### src/rtl/uart_rx_hub_if.sv
// Output byte stream of the UART receive hub: data tagged with its source channel,
// moved with a valid/ready handshake.
interface uart_rx_hub_if #(
  parameter int CH_W = 1
);
  logic [7:0]      out_data;
  logic [CH_W-1:0] out_channel;
  logic            out_valid;
  logic            out_ready;

  modport master (
    output out_data,
    output out_channel,
    output out_valid,
    input  out_ready
  );

  modport slave (
    input  out_data,
    input  out_channel,
    input  out_valid,
    output out_ready
  );
endinterface

### src/rtl/uart_rx_hub.sv
// Multi-channel 8N1 UART receive hub: per-channel deserialiser and FIFO, merged by a
// round-robin arbiter into one valid/ready byte stream with sticky error flags.
module uart_rx_hub #(
  parameter int NUM_CH     = 2,
  parameter int CLK_HZ     = 50000000,
  parameter int BAUD       = 115200,
  parameter int FIFO_DEPTH = 16
) (
  input  logic              clk,
  input  logic              reset,
  input  logic [NUM_CH-1:0] rxd,
  input  logic [NUM_CH-1:0] ch_enable,
  uart_rx_hub_if.master     out_if,
  output logic [NUM_CH-1:0] overflow,
  output logic [NUM_CH-1:0] framing_err,
  input  logic              clear_status
);
  localparam int CH_W         = (NUM_CH > 1) ? $clog2(NUM_CH) : 1;
  localparam int CLKS_PER_BIT = CLK_HZ / BAUD;
  localparam int HALF_BIT     = CLKS_PER_BIT / 2;
  localparam int CNT_W        = $clog2(CLKS_PER_BIT) + 1;
  localparam int AW           = $clog2(FIFO_DEPTH);

  typedef enum logic [2:0] {WAIT_IDLE, IDLE, START, DATA, STOP} rx_state_t;

  logic [NUM_CH-1:0]      nonempty;
  logic [NUM_CH-1:0]      pop;
  logic [NUM_CH-1:0][7:0] head_data;

  logic            out_valid_reg;
  logic [7:0]      out_data_reg;
  logic [CH_W-1:0] out_channel_reg;
  logic [CH_W-1:0] last_grant_reg;
  logic [CH_W-1:0] grant_ch;
  logic            grant_valid;
  logic            load_en;

  genvar gi;
  generate
    for (gi = 0; gi < NUM_CH; gi++) begin : g_ch
      logic             sync1_reg, sync2_reg;
      rx_state_t        state_reg, state_next;
      logic [CNT_W-1:0] cnt_reg, cnt_next;
      logic [2:0]       bit_reg, bit_next;
      logic [7:0]       shift_reg, shift_next;
      logic             push, ferr_set;
      logic [7:0]       mem [FIFO_DEPTH];
      logic [AW:0]      wr_ptr_reg, rd_ptr_reg, wr_seen_reg, rd_ptr_next;
      logic [7:0]       head_reg;
      logic             full, accept;
      logic             ovf_reg, ferr_reg;

      always_ff @(posedge clk) begin
        if (reset) begin
          sync1_reg <= 1'b1;
          sync2_reg <= 1'b1;
        end else begin
          sync1_reg <= rxd[gi];
          sync2_reg <= sync1_reg;
        end
      end

      always_ff @(posedge clk) begin
        if (reset) begin
          state_reg <= WAIT_IDLE;
          cnt_reg   <= '0;
          bit_reg   <= '0;
          shift_reg <= '0;
        end else begin
          state_reg <= state_next;
          cnt_reg   <= cnt_next;
          bit_reg   <= bit_next;
          shift_reg <= shift_next;
        end
      end

      always_comb begin
        state_next = state_reg;
        cnt_next   = cnt_reg + CNT_W'(1);
        bit_next   = bit_reg;
        shift_next = shift_reg;
        push       = 1'b0;
        ferr_set   = 1'b0;
        if (!ch_enable[gi]) begin
          state_next = WAIT_IDLE;
        end else begin
          case (state_reg)
            WAIT_IDLE: if (sync2_reg) state_next = IDLE;
            IDLE: begin
              cnt_next = '0;
              if (!sync2_reg) state_next = START;
            end
            START: if (cnt_reg == CNT_W'(HALF_BIT - 1)) begin
              cnt_next   = '0;
              bit_next   = '0;
              state_next = sync2_reg ? IDLE : DATA;
            end
            DATA: if (cnt_reg == CNT_W'(CLKS_PER_BIT - 1)) begin
              cnt_next   = '0;
              shift_next = {sync2_reg, shift_reg[7:1]};
              bit_next   = bit_reg + 3'd1;
              if (bit_reg == 3'd7) state_next = STOP;
            end
            STOP: if (cnt_reg == CNT_W'(CLKS_PER_BIT - 1)) begin
              cnt_next = '0;
              if (sync2_reg) begin
                push       = 1'b1;
                state_next = IDLE;
              end else begin
                ferr_set   = 1'b1;
                state_next = WAIT_IDLE;
              end
            end
            default: state_next = WAIT_IDLE;
          endcase
        end
      end

      // A full FIFO still takes a byte when its head is popped in the same cycle.
      assign full        = (wr_ptr_reg[AW] != rd_ptr_reg[AW]) &&
                           (wr_ptr_reg[AW-1:0] == rd_ptr_reg[AW-1:0]);
      assign accept      = push && (!full || pop[gi]);
      assign rd_ptr_next = pop[gi] ? rd_ptr_reg + (AW+1)'(1) : rd_ptr_reg;

      always_ff @(posedge clk) begin
        if (reset) begin
          wr_ptr_reg  <= '0;
          rd_ptr_reg  <= '0;
          wr_seen_reg <= '0;
        end else begin
          if (accept) wr_ptr_reg <= wr_ptr_reg + (AW+1)'(1);
          rd_ptr_reg  <= rd_ptr_next;
          wr_seen_reg <= wr_ptr_reg;
        end
      end

      // The read side tracks a one-cycle-late write pointer so the registered head
      // word is always valid whenever the FIFO reports non-empty.
      always_ff @(posedge clk) begin
        if (accept) mem[wr_ptr_reg[AW-1:0]] <= shift_reg;
        head_reg <= mem[rd_ptr_next[AW-1:0]];
      end

      always_ff @(posedge clk) begin
        if (reset) begin
          ovf_reg  <= 1'b0;
          ferr_reg <= 1'b0;
        end else begin
          if (push && !accept) ovf_reg <= 1'b1;
          else if (clear_status) ovf_reg <= 1'b0;
          if (ferr_set) ferr_reg <= 1'b1;
          else if (clear_status) ferr_reg <= 1'b0;
        end
      end

      assign nonempty[gi]    = (wr_seen_reg != rd_ptr_reg);
      assign head_data[gi]   = head_reg;
      assign pop[gi]         = load_en && grant_valid && (grant_ch == CH_W'(gi));
      assign overflow[gi]    = ovf_reg;
      assign framing_err[gi] = ferr_reg;
    end
  endgenerate

  always_comb begin
    int idx;
    logic [CH_W-1:0] sel;
    grant_valid = 1'b0;
    grant_ch    = '0;
    idx         = 0;
    sel         = '0;
    for (int i = 0; i < NUM_CH; i++) begin
      idx = (int'(last_grant_reg) + 1 + i) % NUM_CH;
      sel = CH_W'(idx);
      if (!grant_valid && nonempty[sel]) begin
        grant_valid = 1'b1;
        grant_ch    = sel;
      end
    end
  end

  assign load_en = !out_valid_reg || out_if.out_ready;

  always_ff @(posedge clk) begin
    if (reset) begin
      out_valid_reg   <= 1'b0;
      out_data_reg    <= '0;
      out_channel_reg <= '0;
      last_grant_reg  <= CH_W'(NUM_CH - 1);
    end else if (load_en) begin
      out_valid_reg <= grant_valid;
      if (grant_valid) begin
        out_data_reg    <= head_data[grant_ch];
        out_channel_reg <= grant_ch;
        last_grant_reg  <= grant_ch;
      end
    end
  end

  assign out_if.out_valid   = out_valid_reg;
  assign out_if.out_data    = out_data_reg;
  assign out_if.out_channel = out_channel_reg;
endmodule

### src/flat_wrapper.sv
// flat-port wrapper written by rule: the top's interface ports become plain ports
module uart_rx_hub_flat 
#(
  parameter int NUM_CH     = 2,
  parameter int CLK_HZ     = 50000000,
  parameter int BAUD       = 115200,
  parameter int FIFO_DEPTH = 16
)
  (clk, reset, rxd, ch_enable, overflow, framing_err, clear_status, out_if_out_data, out_if_out_channel, out_if_out_valid, out_if_out_ready);
  uart_rx_hub_if #(.CH_W(1)) out_if_i ();
  input  logic clk;
  input  logic reset;
  input  logic [NUM_CH-1:0] rxd;
  input  logic [NUM_CH-1:0] ch_enable;
  output logic [NUM_CH-1:0] overflow;
  output logic [NUM_CH-1:0] framing_err;
  input  logic clear_status;
  output wire logic [$bits(out_if_i.out_data)-1:0] out_if_out_data;
  output wire logic [$bits(out_if_i.out_channel)-1:0] out_if_out_channel;
  output wire logic [$bits(out_if_i.out_valid)-1:0] out_if_out_valid;
  input wire logic [$bits(out_if_i.out_ready)-1:0] out_if_out_ready;
  assign out_if_out_data = out_if_i.out_data;
  assign out_if_out_channel = out_if_i.out_channel;
  assign out_if_out_valid = out_if_i.out_valid;
  assign out_if_i.out_ready = out_if_out_ready;
  uart_rx_hub #(.NUM_CH(NUM_CH), .CLK_HZ(CLK_HZ), .BAUD(BAUD), .FIFO_DEPTH(FIFO_DEPTH)) u_core (.clk(clk), .reset(reset), .rxd(rxd), .ch_enable(ch_enable), .out_if(out_if_i), .overflow(overflow), .framing_err(framing_err), .clear_status(clear_status));
endmodule
### config.mk
export PLATFORM = sky130hd
export DESIGN_NAME = uart_rx_hub_flat
export DESIGN_NICKNAME = d
export VERILOG_FILES = /design/src/rtl/uart_rx_hub_if.sv /design/src/rtl/uart_rx_hub.sv /design/src/flat_wrapper.sv
export SDC_FILE = /design/constraint.sdc
export NUM_CORES = 1
export LEC_CHECK = 0
export BUFFER_PORTS_ARGS = -buffer_cell sky130_fd_sc_hd__buf_2
export CAP_MARGIN = 20
export CORE_MARGIN = 4
export CORE_UTILIZATION = 60
export CTS_CLUSTER_SIZE = 30
export DETAILED_ROUTE_END_ITERATION = 12
export PLACE_DENSITY = 0.86
export SYNTH_ARGS = -nofsm -noshare
export SYNTH_HDL_FRONTEND = slang
export SYNTH_SLANG_ARGS = --single-unit
### constraint.sdc
create_clock -name clk -period 3.6 [get_ports clk]
set_input_delay 0.18 -clock clk [delete_from_list [all_inputs] [get_ports clk]]
set_output_delay 0.18 -clock clk [all_outputs]
set_load 0.05 [all_outputs]
* Word level (Yosys, flattened, before mapping)
Memories as Yosys holds them, arrays and structs flattened. A register that Yosys moved wholly into a read port is not among the register bits. Index checks and enable logic that the tools add are counted.
Operators by class: muxes and demuxes 69, $lt $le $gt $ge 3, equal/unequal tests 32, bitwise gates (word level) 3, reductions and logical operators 38, add/sub/neg operators 10
Operators by type and width (count):
- 2-to-1 mux 10 bit | 6
- one-hot mux 10 bit (3 select lines) | 2
- 2-to-1 mux 3 bit | 16
- 2-to-1 mux 1 bit | 35
- one-hot mux 3 bit (5 select lines) | 2
- adder 10 x 1 -> 10 bit, second input constant | 2
- adder 5 x 1 -> 5 bit, second input constant | 4
- equality test 10 x 8 -> 1 bit, second input constant | 2
- equality test 10 x 9 -> 1 bit, second input constant | 2
- inequality test 2 x 1 -> 1 bit, second input constant | 10
- 2-to-1 mux 8 bit | 2
- equality test 3 x 2 -> 1 bit, second input constant | 4
- equality test 3 bit, second input constant | 4
- one-hot mux 3 bit (2 select lines) | 2
- AND reduction 6 bit | 2
- nonzero test 2 bit | 6
- logical AND 1 bit | 10
- inequality test 5 bit | 2
- equality test 4 bit | 2
- 2-to-1 mux 4 bit | 2
- AND reduction 4 bit | 2
- OR reduction 2 bit | 4
- adder 3 x 1 -> 3 bit, second input constant | 2
- equality test 3 x 1 -> 1 bit, second input constant | 2
- other kinds (11) | 28
Storage, ports and cells: memories 2, logic and storage cells 185, output and inout port bits 14, register bits after elaboration 97, RAM bits 256, input bits 8
Memories:
- u_core.g_ch[0].mem | depth 16, width 8, read ports 1, clocked after memory_dff 1, wr ports 1, line uart_rx_hub.sv:47 | logic [7:0] mem [FIFO_DEPTH];
- u_core.g_ch[1].mem | depth 16, width 8, read ports 1, clocked after memory_dff 1, wr ports 1, line uart_rx_hub.sv:47

* Longest topological paths before layout
Gate-level depths: netlist of run 1.
depth after elaboration 14, depth in mapped cells 13, gate-level depth less buffers 10

* Worst setup path before layout of run 1
OpenSTA, ideal clock, no wires.
path kind flip-flop to flip-flop, start reg u_core.g_ch[1].rd_ptr_reg[4], end mem u_core.g_ch[0].mem[3][0] (enable), setup slack 0.904 ns, arrival 2.313 ns, data required time 3.217 ns, buffers on the path 2, library setup time 0.383 ns, stages on the path, launching flop included 10, clock period less this slack 2.696 ns, cells stage by stage dfxtp_1 > xor2_1 > nor3_1 > a31oi_1 > and3b_1 > buf_2 > o2111a_1 > buf_2 > nand2_1 > nor3_1
On the way: longest elaborated chain between the ends 13, elaborated cells between the ends (all ways) 18, those cells by class eq/ne: 1; mux: 10; bitwise: 1; reduce/logical: 6
Ends and longest elaborated chain:
- from (decl) | line uart_rx_hub.sv:48 | logic [AW:0] wr_ptr_reg, rd_ptr_reg, wr_seen_reg, rd_ptr_next;
- from (signal assigned) | line uart_rx_hub.sv:132 | rd_ptr_reg <= rd_ptr_next;
- inequality test 5 bit (*) | line uart_rx_hub.sv:156 | assign nonempty[gi] = (wr_seen_reg != rd_ptr_reg);
- 2-to-1 mux 1 bit (implied by the code) (2 in a row) | line uart_rx_hub.sv:174 | if (!grant_valid && nonempty[sel]) begin
- 2-to-1 mux 1 bit | line uart_rx_hub.sv:174
- logical NOT 1 bit | line uart_rx_hub.sv:174
- logical AND 1 bit | line uart_rx_hub.sv:174
- 2-to-1 mux 1 bit | line uart_rx_hub.sv:174
- logical AND 1 bit or NOT 1 bit (tied branches) | line uart_rx_hub.sv:158 | assign pop[gi] = load_en && grant_valid && (grant_ch == CH_W'(gi));
- logical AND 1 bit (*) | line uart_rx_hub.sv:158
- logical OR 1 bit (*) | line uart_rx_hub.sv:122 | assign accept = push && (!full || pop[gi]);
- logical AND 1 bit (*) | line uart_rx_hub.sv:122
- 2-to-1 mux 1 bit (*) | line uart_rx_hub.sv:140 | if (accept) mem[wr_ptr_reg[AW-1:0]] <= shift_reg;
- 2-to-1 mux 1 bit (implied by the code) (*) | line uart_rx_hub.sv:140
- to (decl) | line uart_rx_hub.sv:47
Every way passes the cells marked *; elsewhere a longest branch is shown, timed or not. The select of a mux whose other input is x is not followed.

* Worst setup path after layout of run 1
start reg u_core.g_ch[0].rd_ptr_reg[4], end mem u_core.g_ch[1].mem[10][0] (enable)
On the way: longest elaborated chain between the ends 13, elaborated cells between the ends (all ways) 17, those cells by class eq/ne: 1; mux: 10; reduce/logical: 6
Ends and longest elaborated chain (line):
- from (decl) | uart_rx_hub.sv:48
- from (signal assigned) | uart_rx_hub.sv:132
- inequality test 5 bit (*) | uart_rx_hub.sv:156
- 2-to-1 mux 1 bit (implied by the code) (2 in a row) | uart_rx_hub.sv:174
- 2-to-1 mux 1 bit | uart_rx_hub.sv:174
- logical NOT 1 bit | uart_rx_hub.sv:174
- logical AND 1 bit | uart_rx_hub.sv:174
- 2-to-1 mux 1 bit | uart_rx_hub.sv:174
- logical AND 1 bit | uart_rx_hub.sv:158
- logical AND 1 bit (*) | uart_rx_hub.sv:158
- logical OR 1 bit (*) | uart_rx_hub.sv:122
- logical AND 1 bit (*) | uart_rx_hub.sv:122
- 2-to-1 mux 1 bit (*) | uart_rx_hub.sv:140
- 2-to-1 mux 1 bit (implied by the code) (*) | uart_rx_hub.sv:140
- to (decl) | uart_rx_hub.sv:47
Marked as above.

==> results.md, run 1 <==
- Status: completed
- CTS sink cnt: 369
- R2R depth: 8
- Setup TNS: 0 ns
- H-tree levels: 2
- Final Setup Violations: 0
- First-pass GRT wire length: a little over 50 mm
- Area grow syn2layout: 11.8%
- Distinct cell type count after synthesis: between 60 and 70
- Reg-to-reg startpoint: u_core.g_ch[0].rd_ptr_reg[4]
- Filler cell count: between 1500 and 2000
- Critical Path Max Stage Delay: 0.65 ns
- Core area: 0.0242 sq mm
- Slowest CP cell: nor2_1
- # diodes: 0
- Initial antenna violation count: 0
- Sequential area share after synthesis: between 60% and 70%
- Initial core utilization: 60.9%
- Residual DRC count: 0
- Root Buffer: clkbuf_16
- Min Tclk post-route: ~3.3 ns
- Yosys top cell area share: 52.1%
- Post-synth EDFFs: 256
- Max Cap Violations: 0
- Largest net degree at the start of global routing: between 60 and 70
- Worst Setup End Kind: flip-flop
- Clock Latency Late Sink: 0.52 ns
- Peak supply drop: 0.420 mV
- Cells after synthesis: 1147
- Via count: 9532
- RePlAce Congestion: slightly below 0.9
- Top cells by area, synth: edfxtp_1, dfxtp_1, nand2_1, nor2_1, nand3_1
- WHS: 0.0209 ns
- Placed Cells incl. Taps: 1466
- WHS Path Cells: 4
- Die Y: around 160 um
- Pre-Repair DR Iteration Count: 6
- CP required: approximately 3.8 ns
- Clk buf depth: 3
- Die Footprint: between 0.02 and 0.03 sq mm
- Max Clk Rate: 0.303 GHz
- Wirelength per Cell: 21.9 um
- LEAKAGE: 6.14 nW
- Synthesized cell area: 0.0148 sq mm
- Fraction of registers with async set/reset: 0%
- Clk slew on worst S/H paths: 0.06 ns
- TritonCTS Buffers: 36
- Vias per Instance: around 6.2
- Hold Violations, Final: 0
- Sequential cell area: 0.00995 sq mm
- Row cnt: 57
- HP Class: in -> reg
- Die width: 165 um
- Multi-input logic area: 0.00447 sq mm
- Worst flop-to-flop path endpoint: u_core.g_ch[1].mem[10][0]
- Max Slew Vio Count: 0
- Fin nets: 1211
- Grt ovf: 0
- Slew HR: a little over a third
- Crit. Startpoint: u_core.g_ch[0].rd_ptr_reg[4]
- Critical Path AT: 3.45 ns
- DR iter-0 viols: 1410
- Synthesis-stage register bit count: 369
- Final WL: 33.6 mm
- Fin crit share: 91.7%
- Non-filler cells, final: 1535
- Post-DP HPWL: roughly 20 mm
- CTS tree: yes
- Clock Skews: 0.0209 ns
- Pwr Density: 610 mW/mm^2
- CTS Hold Bufs: 3
- Critical path, cell by cell: xor2_1, nor3_2, a31o_2, and3_4, nor4_1, and3b_1, nand2_1, nor2_1
- Max reg flops: 256
- Synth Warn #: 0
- Post-route ant nets: 0
- PortBufs: 21
- Layout cells sized above 1: a little under an eighth
- Mean Syn Cell Area: between 10 and 15 sq um
- Hold Crit Endpoint: u_core.g_ch[1].ferr_reg
- CP max FO: 21
- GR Util All Layers: approximately 25%
- CP Launch Type: flip-flop
- Top_reg_cell synth: edfxtp_1
- Vias in the first global route: 9373
- # IOs: 22
- Hold Crit Start: clear_status
- Worst-Margin Slew: about 0.96 ns
- Post-cts resize count: 0
- Number of buffers added for setup after CTS: 0
- R2R Setup Slk: 0.30 ns
- Syn nets: 1175
- RSZ-0062 raised after global routing: no
- Cell accounting for the most synthesized area: edfxtp_1
- CP Class: reg -> reg
==> cells in the mapped netlist, types with 3 or more instances <==
| cell type | count |
|---|---|
| nand2_1 | 148 |
| o22ai_1 | 16 |
| mux2i_1 | 27 |
| nor2b_1 | 9 |
| buf_2 | 20 |
| ha_1 | 20 |
| a22oi_1 | 9 |
| dfxtp_1 | 113 |
| o221ai_1 | 6 |
| mux4_1 | 3 |
| nor3_1 | 17 |
| a21oi_1 | 21 |
| buf_6 | 4 |
| mux2i_4 | 3 |
| a32oi_1 | 9 |
| nand2b_1 | 9 |
| edfxtp_1 | 256 |
| xor2_1 | 28 |
| a222oi_1 | 8 |
| nand4_1 | 25 |
| buf_4 | 6 |
| clkbuf_1 | 28 |
| and3b_1 | 3 |
| or2_2 | 4 |
| inv_1 | 17 |
| o21ai_0 | 24 |
| nand3_1 | 69 |
| and3_1 | 11 |
| mux4_2 | 13 |
| nor3b_1 | 7 |
| xnor2_1 | 28 |
| nor4_1 | 7 |
| nor2_1 | 135 |
| or3_1 | 6 |
| nor4_2 | 3 |
| nor4bb_1 | 3 |
==> where the power goes <==
group | internal (W) | leakage [nW] | switching [W]
Combinational | 0.000491 | 1.85 | 0.00108
Sequential | 0.00458 | 3.69 | 0.0000870
Clock | 0.00227 | 0.597 | 0.00156
==> how the worst max path moves through the flow <==
stage                                             to  depth (start not counted)  slack [ns]
after global placement      u_core.g_ch[1].mem[8][5]                          8        0.51
after CTS                  u_core.g_ch[1].mem[10][5]                          8        0.31
after detailed placement  u_core.g_ch[1].head_reg[6]                          8        0.41
after global routing      u_core.g_ch[1].head_reg[6]                          8        0.13
final                      u_core.g_ch[1].mem[10][0]                          8        0.30
after floorplan             u_core.g_ch[0].mem[3][0]                          9        0.90
==> cell usage in the layout (no fill, tap or decap), types with 4 or more instances in the layout <==
| cell type | count |
|---|---|
| nor2b_1 | 9 |
| mux4_2 | 13 |
| clkinv_2 | 7 |
| xor2_1 | 27 |
| dfxtp_1 | 113 |
| a21oi_1 | 21 |
| nand2_1 | 148 |
| a22oi_1 | 9 |
| a222oi_1 | 8 |
| o221ai_1 | 6 |
| clkbuf_16 | 38 |
| mux2i_1 | 27 |
| o21ai_0 | 24 |
| nand3_1 | 69 |
| inv_1 | 17 |
| ha_1 | 20 |
| nor3b_1 | 7 |
| buf_2 | 21 |
| xnor2_1 | 27 |
| clkinv_1 | 4 |
| o22ai_1 | 16 |
| bufinv_16 | 4 |
| nand2b_1 | 9 |
| nand4_1 | 25 |
| nor2_1 | 135 |
| and3_1 | 11 |
| or2_2 | 4 |
| nor4_1 | 7 |
| edfxtp_1 | 256 |
| buf_4 | 31 |
| nor3_1 | 17 |
| a32oi_1 | 9 |
| or3_1 | 6 |
| clkbuf_1 | 5 |
==> area by class of cell <==
class | count | area share (%)
Multi-Input combinational cell | 702 | 27.1
Timing Repair Buffer | 57 | 2.47
Clock inverter | 21 | 1.30
Sequential cell | 369 | 60.3
Tap cell | 324 | 2.46
Clock buffer | 45 | 6.04
Inverter | 17 | 0.387
==> cells by family after synthesis <==
family | Yosys count | share of synthesized area (%)
and+or+nand+nor | 467 | 14.7
DFF | 369 | 67.4
AOI/OAI and AO/OA | 112 | 5.35
buffers and inverters | 76 | 2.53
xor gates and xnor gates | 57 | 3.51
muxes | 46 | 4.80
adders and majority gates | 20 | 1.69
==> layer usage <==
metal	wire length, um	vias to the layer above	track usage (%)
met5	0	-	0
met4	1340	0	10.6
li1	-	4269	-
met1	13000	4544	34.3
met2	15800	612	39.2
met3	3550	107	5.04
==> worst max-delay path, delay by kind of cell (launching register included) <==
kind	cells	cell delay, ns
AND/OR/NAND/NOR	6	2.17
flip-flops	1	0.35
AO/OA/AOI/OAI	1	0.23
XOR/XNOR	1	0.19
==> metrics by stage <==
step | total power (W) | area, sq um | worst slack (ns) | utilization (%)
floorplan | 0.00585 | 14800 | 0.904 | -
global placement | 0.00625 | 15300 | 0.515 | 63.0
detailed placement | 0.00629 | 15300 | 0.414 | 63.0
CTS | 0.0101 | 16500 | 0.313 | 68.1
global route | 0.0104 | 16500 | 0.130 | 68.1
finish | 0.0101 | 16500 | 0.297 | 68.1
(Power assumes the default switching activity.)
==> run 2, diff against run 1 <==
--- a/config.mk
+++ b/config.mk
@@ -12,6 +12,8 @@
 export CTS_CLUSTER_SIZE = 30
 export DETAILED_ROUTE_END_ITERATION = 12
 export PLACE_DENSITY = 0.86
+export REMOVE_ABC_BUFFERS = 1
+export SETUP_SLACK_MARGIN = 0.2
 export SYNTH_ARGS = -nofsm -noshare
 export SYNTH_HDL_FRONTEND = slang
 export SYNTH_SLANG_ARGS = --single-unit
==> run 2 against run 1 <==
Maximum frequency is 1.5% lower. Hold slack worse by 0.0082 ns. Worst setup slack worse by 0.050 ns. Clock power is 2% higher. Total power is 1.9% higher. Critical endpoint is now u_core.g_ch[0].mem[10][0]. Largest power group unchanged.
==> results.md, run 2 (synthesis gave the netlist of run 1 again) <==
- Initial core utilization: 60.9%
- Clock Skews: 0.0289 ns
- Post-route ant nets: 0
- Slew HR: 36.6%
- Critical path, cell by cell: xor2_1, nor3_1, a31oi_1, and3b_1, buf_4, o2111a_1, nand2_1, nor2_1
- Crit. Startpoint: u_core.g_ch[1].rd_ptr_reg[4]
- LEAKAGE: 6.20 nW
- Non-filler cells, final: ~1500
- Pwr Density: ~620 mW/mm^2
- RePlAce Congestion: 0.910
- # diodes: 0
- Worst Setup End Kind: flip-flop
- Max Clk Rate: 0.298 GHz
- Row cnt: 57
- R2R Setup Slk: 0.25 ns
- TritonCTS Buffers: 36
- Via count: 9686
- Place WS: 0.430 ns
- HP Class: in -> reg
- Layout cells sized above 1: about 13%
- Worst flop-to-flop path endpoint: u_core.g_ch[0].mem[10][0]
- Crit path buffers/inverters: 1
- Fin crit share: 93.1%
- Hold Violations, Final: 0
- Die Y: 165 um
- Max Slew Vio Count: 0
- WHS Path Cells: 3
- R2R depth: 8
- Residual DRC count: 0
- Setup crit end: u_core.g_ch[0].mem[10][0]
- Reg-to-reg startpoint: u_core.g_ch[1].rd_ptr_reg[4]
- GR Util All Layers: between 20% and 30%
- Clk slew on worst S/H paths: about 0.06 ns
- Core area: 0.0242 sq mm
- Die Footprint: 0.0272 sq mm
- DR iter-0 viols: 1346
- Critical Path AT: 3.51 ns
- Clock Latency Late Sink: 0.53 ns
- Final WL: about 35 mm
- Clk buf depth: 3
- Min Tclk post-route: 3.35 ns
- PortBufs: 21
- H-tree levels: 2
- Post-DP HPWL: 21.1 mm
- Most frequent cells in the layout: edfxtp_1, nand2_1, nor2_1, dfxtp_1, nand3_1
- RSZ-0062 raised after global routing: yes
- Worst setup margin: about 0.25 ns
- First-pass GRT wire length: approximately 53 mm
- CTS sink cnt: 369
- Delay-heaviest family, CP: simple AND/OR/NAND/NOR gates
- CTS tree: yes
- CP required: approximately 3.8 ns
- Initial antenna violation count: 0
- Wirelength per Cell: 22.5 um
- Vias in the first global route: 9512
- Fin nets: between 1000 and 1500
- Clk network pwr share: 38.0%
- Filler cell count: 1582
- # IOs: 22
- Worst-Margin Slew: about 0.95 ns
- CP Launch Type: flip-flop
- Comb power frac: 16.3%
- Area grow syn2layout: 12.7%
- Max reg flops: 256
- Grt ovf: 0
- Pre-Repair DR Iteration Count: 7
- CP Depth: 8
- CP Class: reg -> reg
- Most common cell after layout, fill and taps aside: edfxtp_1
- Status: completed
- Final Setup Violations: 0
- Placed Cells incl. Taps: 1466
- Die width: 165 um
- Psw: 0.00277 W
- Peak supply drop: 0.363 mV
- Max Cap Violations: 0
- Internal power: about 0.0075 W
- Switching share of total power: roughly 27%
- Largest net degree at the start of global routing: 65
- Critical Path Max Stage Delay: 0.63 ns
- Vias per Instance: 6.28
- Root Buffer: clkbuf_16
- Reg power frac: a little under half
- CP max FO: 9
- Slowest CP cell: nor2_1
-- run 2: cell count changes in the layout (fill, tap and decap cells not counted), sizes merged, moves of 2 or more --
cell | before | now
clkinv | 11 | 7
buf | 54 | 62
clkbuf | 45 | 57
bufinv | 4 | 2
clkinvlp | 2 | 0
inv | 21 | 17
-- run 2: routing by layer --
metal | track usage, % | part of all wire (%)
met1 | 36.8 | 39
met2 | 40.0 | 46
met3 | 4.74 | 12
met4 | 7.64 | 3.0
met5 | 0 | 0
-- run 2: layout make-up --
cell class	instances	area, sq um	area share [%]
clock buffers	57	1150	6.90
clock inverters	9	105	0.632
flip-flops and latches	369	9950	59.8
well taps	324	405	2.44
inverters	17	63.8	0.384
multi-input cells	702	4500	27.0
repair buffers	64	470	2.83
-- run 2: worst min path at each step --
stage               slack, ns         start                       endpoint
floorplan                0.25         reset  u_core.g_ch[0].wr_seen_reg[0]
global placement         0.37        rxd[0]       u_core.g_ch[0].sync1_reg
detailed placement       0.37        rxd[0]       u_core.g_ch[0].sync1_reg
CTS                     0.001  ch_enable[1]    u_core.g_ch[1].state_reg[1]
global route             0.02  ch_enable[1]    u_core.g_ch[1].state_reg[1]
finish                   0.01  ch_enable[1]    u_core.g_ch[1].state_reg[1]
-- run 2: metrics by stage --
stage               setup TNS (ns)  utilization (%)  area [sq um]  power (W)  hold slack [ns]
global placement                 0             63.0         15300    0.00626            0.368
CTS                              0             68.2         16500     0.0102         0.000955
floorplan                   -10.67                -         14500    0.00575            0.247
global route                     0             68.6         16600     0.0106           0.0250
finish                           0             68.6         16600     0.0103           0.0127
detailed placement               0             63.0         15300    0.00632            0.370
-- run 2: power by group through the flow --
stage | registers, W | clock network, W | logic [W]
final | 0.00468 | 0.00390 | 0.00168
after global routing | 0.00468 | 0.00412 | 0.00180
after CTS | 0.00467 | 0.00391 | 0.00160
after detailed placement | 0.00476 | 0 | 0.00156
after global placement | 0.00476 | 0 | 0.00150
after floorplan | 0.00489 | 0 | 0.000864
-- run 2: tightest hold or removal path: cells and delay by family --
kind / cells / cell delay (ns)
buffers and inverters: 1 / 0.12
and+or+nand+nor: 2 / 0.18
-- run 2: timing repair --
item | 4_1_cts | 5_1_grt
gates resized for setup | 0 | 11
endpoints found under the hold margin | 2 | 0
hold buffers | 2 | 0
setup buffers | 0 | 7
endpoints found under the setup margin | 0 | 90
==> run 3, diff against run 2 <==
--- a/config.mk
+++ b/config.mk
@@ -5,6 +5,7 @@
 export SDC_FILE = /design/constraint.sdc
 export NUM_CORES = 1
 export LEC_CHECK = 0
+export ABC_AREA = 1
 export BUFFER_PORTS_ARGS = -buffer_cell sky130_fd_sc_hd__buf_2
 export CAP_MARGIN = 20
 export CORE_MARGIN = 4
==> run 3 against run 2 <==
Sequential cell count stayed put. Hold slack improved by 0.017 ns. Clock power decreased by 6.7%. Utilization is 1.5 points lower. Non-clock buffer count shrank 15. Sequential power is 3% higher. Synthesized cell count is 41% higher. Routed wire length is 5.6% higher. Critical path type unchanged. First-iteration DRC count increased by 4.1%. Count of clock-buffer cells in the layout grew 2.
==> results.md, run 3 <==
- WHS: 0.0302 ns
- Post-DP HPWL: about 23 mm
- RePlAce Congestion: 0.892
- Critical Path AT: 3.20 ns
- Slew HR: 39.7%
- Fraction of registers with async set/reset: 0%
- Residual DRC count: 0
- Vias in the first global route: 11100
- RSZ-0062 raised after global routing: no
- Most frequent cells in the layout: nand2_1, nand3_1, edfxtp_1, inv_1, nor2_1
- Status: completed
- Max Clk Rate: 0.328 GHz
- R2R depth: 12
- Initial core utilization: 61.5%
- GR Util All Layers: around 25%
- Non-filler cells, final: 2003
- Vias per Instance: 5.83
- Crit path buffers/inverters: 1
- CP required: 3.75 ns
- Root Buffer: clkbuf_16
- Worst flop-to-flop path endpoint: u_core.g_ch[0].mem[11][6]
- Cells after synthesis: 1623
- Fin crit share: 84.8%
- Die Footprint: approximately 0.030 sq mm
- CTS sink cnt: 369
- Max reg flops: around 260
- Clock Latency Late Sink: 0.52 ns
- Reg-to-reg startpoint: u_core.g_ch[1].rd_ptr_reg[2]
- Worst-Margin Slew: 0.901 ns
- Cell accounting for the most synthesized area: edfxtp_1
- Row cnt: 59
- Synthesized cell area: ~0.016 sq mm
- Pre-Repair DR Iteration Count: 7
- Overall power: approximately 0.013 W
- Die Y: 172 um
- Worst Setup End Kind: flip-flop
- DR iter-0 viols: 1401
- # IOs: 22
- Grt ovf: 0
- Largest net degree at the start of global routing: 66
- Synth Warn #: 0
- Fin nets: 1667
- Clk slew on worst S/H paths: about 0.06 ns
- Slowest CP cell: nor2_1
- Max Slew Vio Count: 0
- Post-synth EDFFs: 256
- HP Class: in -> reg
- Top cells by count, synth: nand2_1, nand3_1, edfxtp_1
- Min Tclk post-route: 3.05 ns
- Peak supply drop: 0.715 mV
- Hold Violations, Final: 0
- Top cells by area, synth: edfxtp_1, dfxtp_1, nand3_1, nand2_1, inv_1
- CP max FO: 8
- Final WL: 36.7 mm
- Crit. Startpoint: u_core.g_ch[1].rd_ptr_reg[2]
- Setup TNS: 0 ns
- Most common cell in the netlist: nand2_1
- Initial antenna violation count: 0
- Post-route ant nets: 0
- Max Cap Violations: 0
- CP Class: reg -> reg
- Most common cell after layout, fill and taps aside: nand2_1
- Wirelength per Cell: 18.3 um
- Layout cells sized above 1: between 7 and 8%
- Top_reg_cell synth: edfxtp_1
- Hold Crit Start: ch_enable[1]
- CP Launch Type: flip-flop
- CTS tree: yes
- Delay-heaviest family, CP: simple AND/OR/NAND/NOR gates
- Final Setup Violations: 0
- Mean Syn Cell Area: 9.99 sq um
- Clk buf depth: 3
- Yosys top cell area share: 47.4%
- Most frequent CP cell: nand2_1
- Die width: around 170 um
- Area grow syn2layout: 9.05%
- Via count: 11700
- LEAKAGE: 7.22 nW
- Critical Path Max Stage Delay: 0.60 ns
- Place WS: 0.700 ns
- Sequential area share after synthesis: 61.3%
- Multi-input logic area: 0.00495 sq mm
- WHS Path Cells: 3
- Distinct cell type count after synthesis: slightly above 40
- Core area: approximately 0.026 sq mm
- Worst setup margin: 0.547 ns
- Post-cts resize count: 0
- TritonCTS Buffers: 37
- Sequential cell area: 0.00995 sq mm
- Hold Crit Endpoint: u_core.g_ch[1].ferr_reg
- Pwr Density: 731 mW/mm^2
- First-pass GRT wire length: 58.5 mm
- PortBufs: 21
- # diodes: 0
- Critical path, cell by cell: inv_2, nand2_1, nand2_1, nor2_1, nand3_1, nand2_1, nand3_2, nand2_1, nand2_1, nor2_1, nand2_1, nor2_1
- Synthesis-stage register bit count: 369
- H-tree levels: 2
- Placed Cells incl. Taps: between 1500 and 2000
- R2R Setup Slk: 0.55 ns
- Filler cell count: 1800
- Clock Skews: 0.0136 ns
-- run 3: what timing repair did --
item | CTS | global route
buffers inserted | 0 | 0
hold buffers | 4 | 0
hold endpoints to repair | 7 | 0
-- run 3: metrics by stage --
stage,area [sq um],utilization (%)
after floorplan,15800,-
after global placement,16500,62.5
after detailed placement,16500,62.5
after CTS,17700,67.0
after global routing,17700,67.1
final,17700,67.1
-- run 3: metal layers --
metal  GRT usage [%]  share of wire (%)  wire length, um
met2            40.0                 47            17400
met3            4.87                9.7             3570
met4            6.90                2.3              855
met1            35.3                 40            14800
met5               0                  0                0
-- run 3: report_power, final --
| group | internal, W | total (W) | leakage (nW) | switching (W) |
|---|---|---|---|---|
| registers | 0.00467 | 0.00480 | 3.48 | 0.000133 |
| logic | 0.00131 | 0.00449 | 3.18 | 0.00318 |
| clock network | 0.00212 | 0.00364 | 0.558 | 0.00152 |
| total | 0.00810 | 0.0129 | 7.22 | 0.00483 |
-- run 3: cell families after synthesis --
logic type | after synthesis | synth area share [%]
AO/OA/AOI/OAI | 83 | 2.98
XOR/XNOR | 25 | 1.56
adder cells (fa/ha/maj) | 20 | 1.54
buffers and inverters | 305 | 8.19
flip-flops | 369 | 61.3
AND/OR/NAND/NOR | 821 | 24.4
-- run 3: area by class of cell --
| type | instances | share of cell area, % |
|---|---|---|
| Sequential cell | 369 | 56.3 |
| Multi-Input combinational cell | 949 | 28.0 |
| Clock buffer | 59 | 6.06 |
| Inverter | 233 | 4.96 |
| Tap cell | 335 | 2.37 |
| Timing Repair Buffer | 49 | 1.95 |
| Clock inverter | 9 | 0.403 |
-- run 3: worst min-delay path, stage by stage --
cell and delay (ns):
buf_2 0.13, nand4_1 0.11, a21oi_1 0.07
-- run 3: worst max-delay path by stage --
| stage | endpoint | slack [ns] | cells past startpoint |
|---|---|---|---|
| after global routing | u_core.g_ch[0].mem[11][6] | 0.31 | 12 |
| after detailed placement | u_core.g_ch[1].head_reg[4] | 0.70 | 14 |
| final | u_core.g_ch[0].mem[11][6] | 0.55 | 12 |
| after global placement | u_core.g_ch[0].head_reg[4] | 0.80 | 14 |
| after floorplan | u_core.g_ch[0].head_reg[6] | -0.88 | 13 |
| after CTS | u_core.g_ch[0].mem[11][3] | 0.56 | 12 |
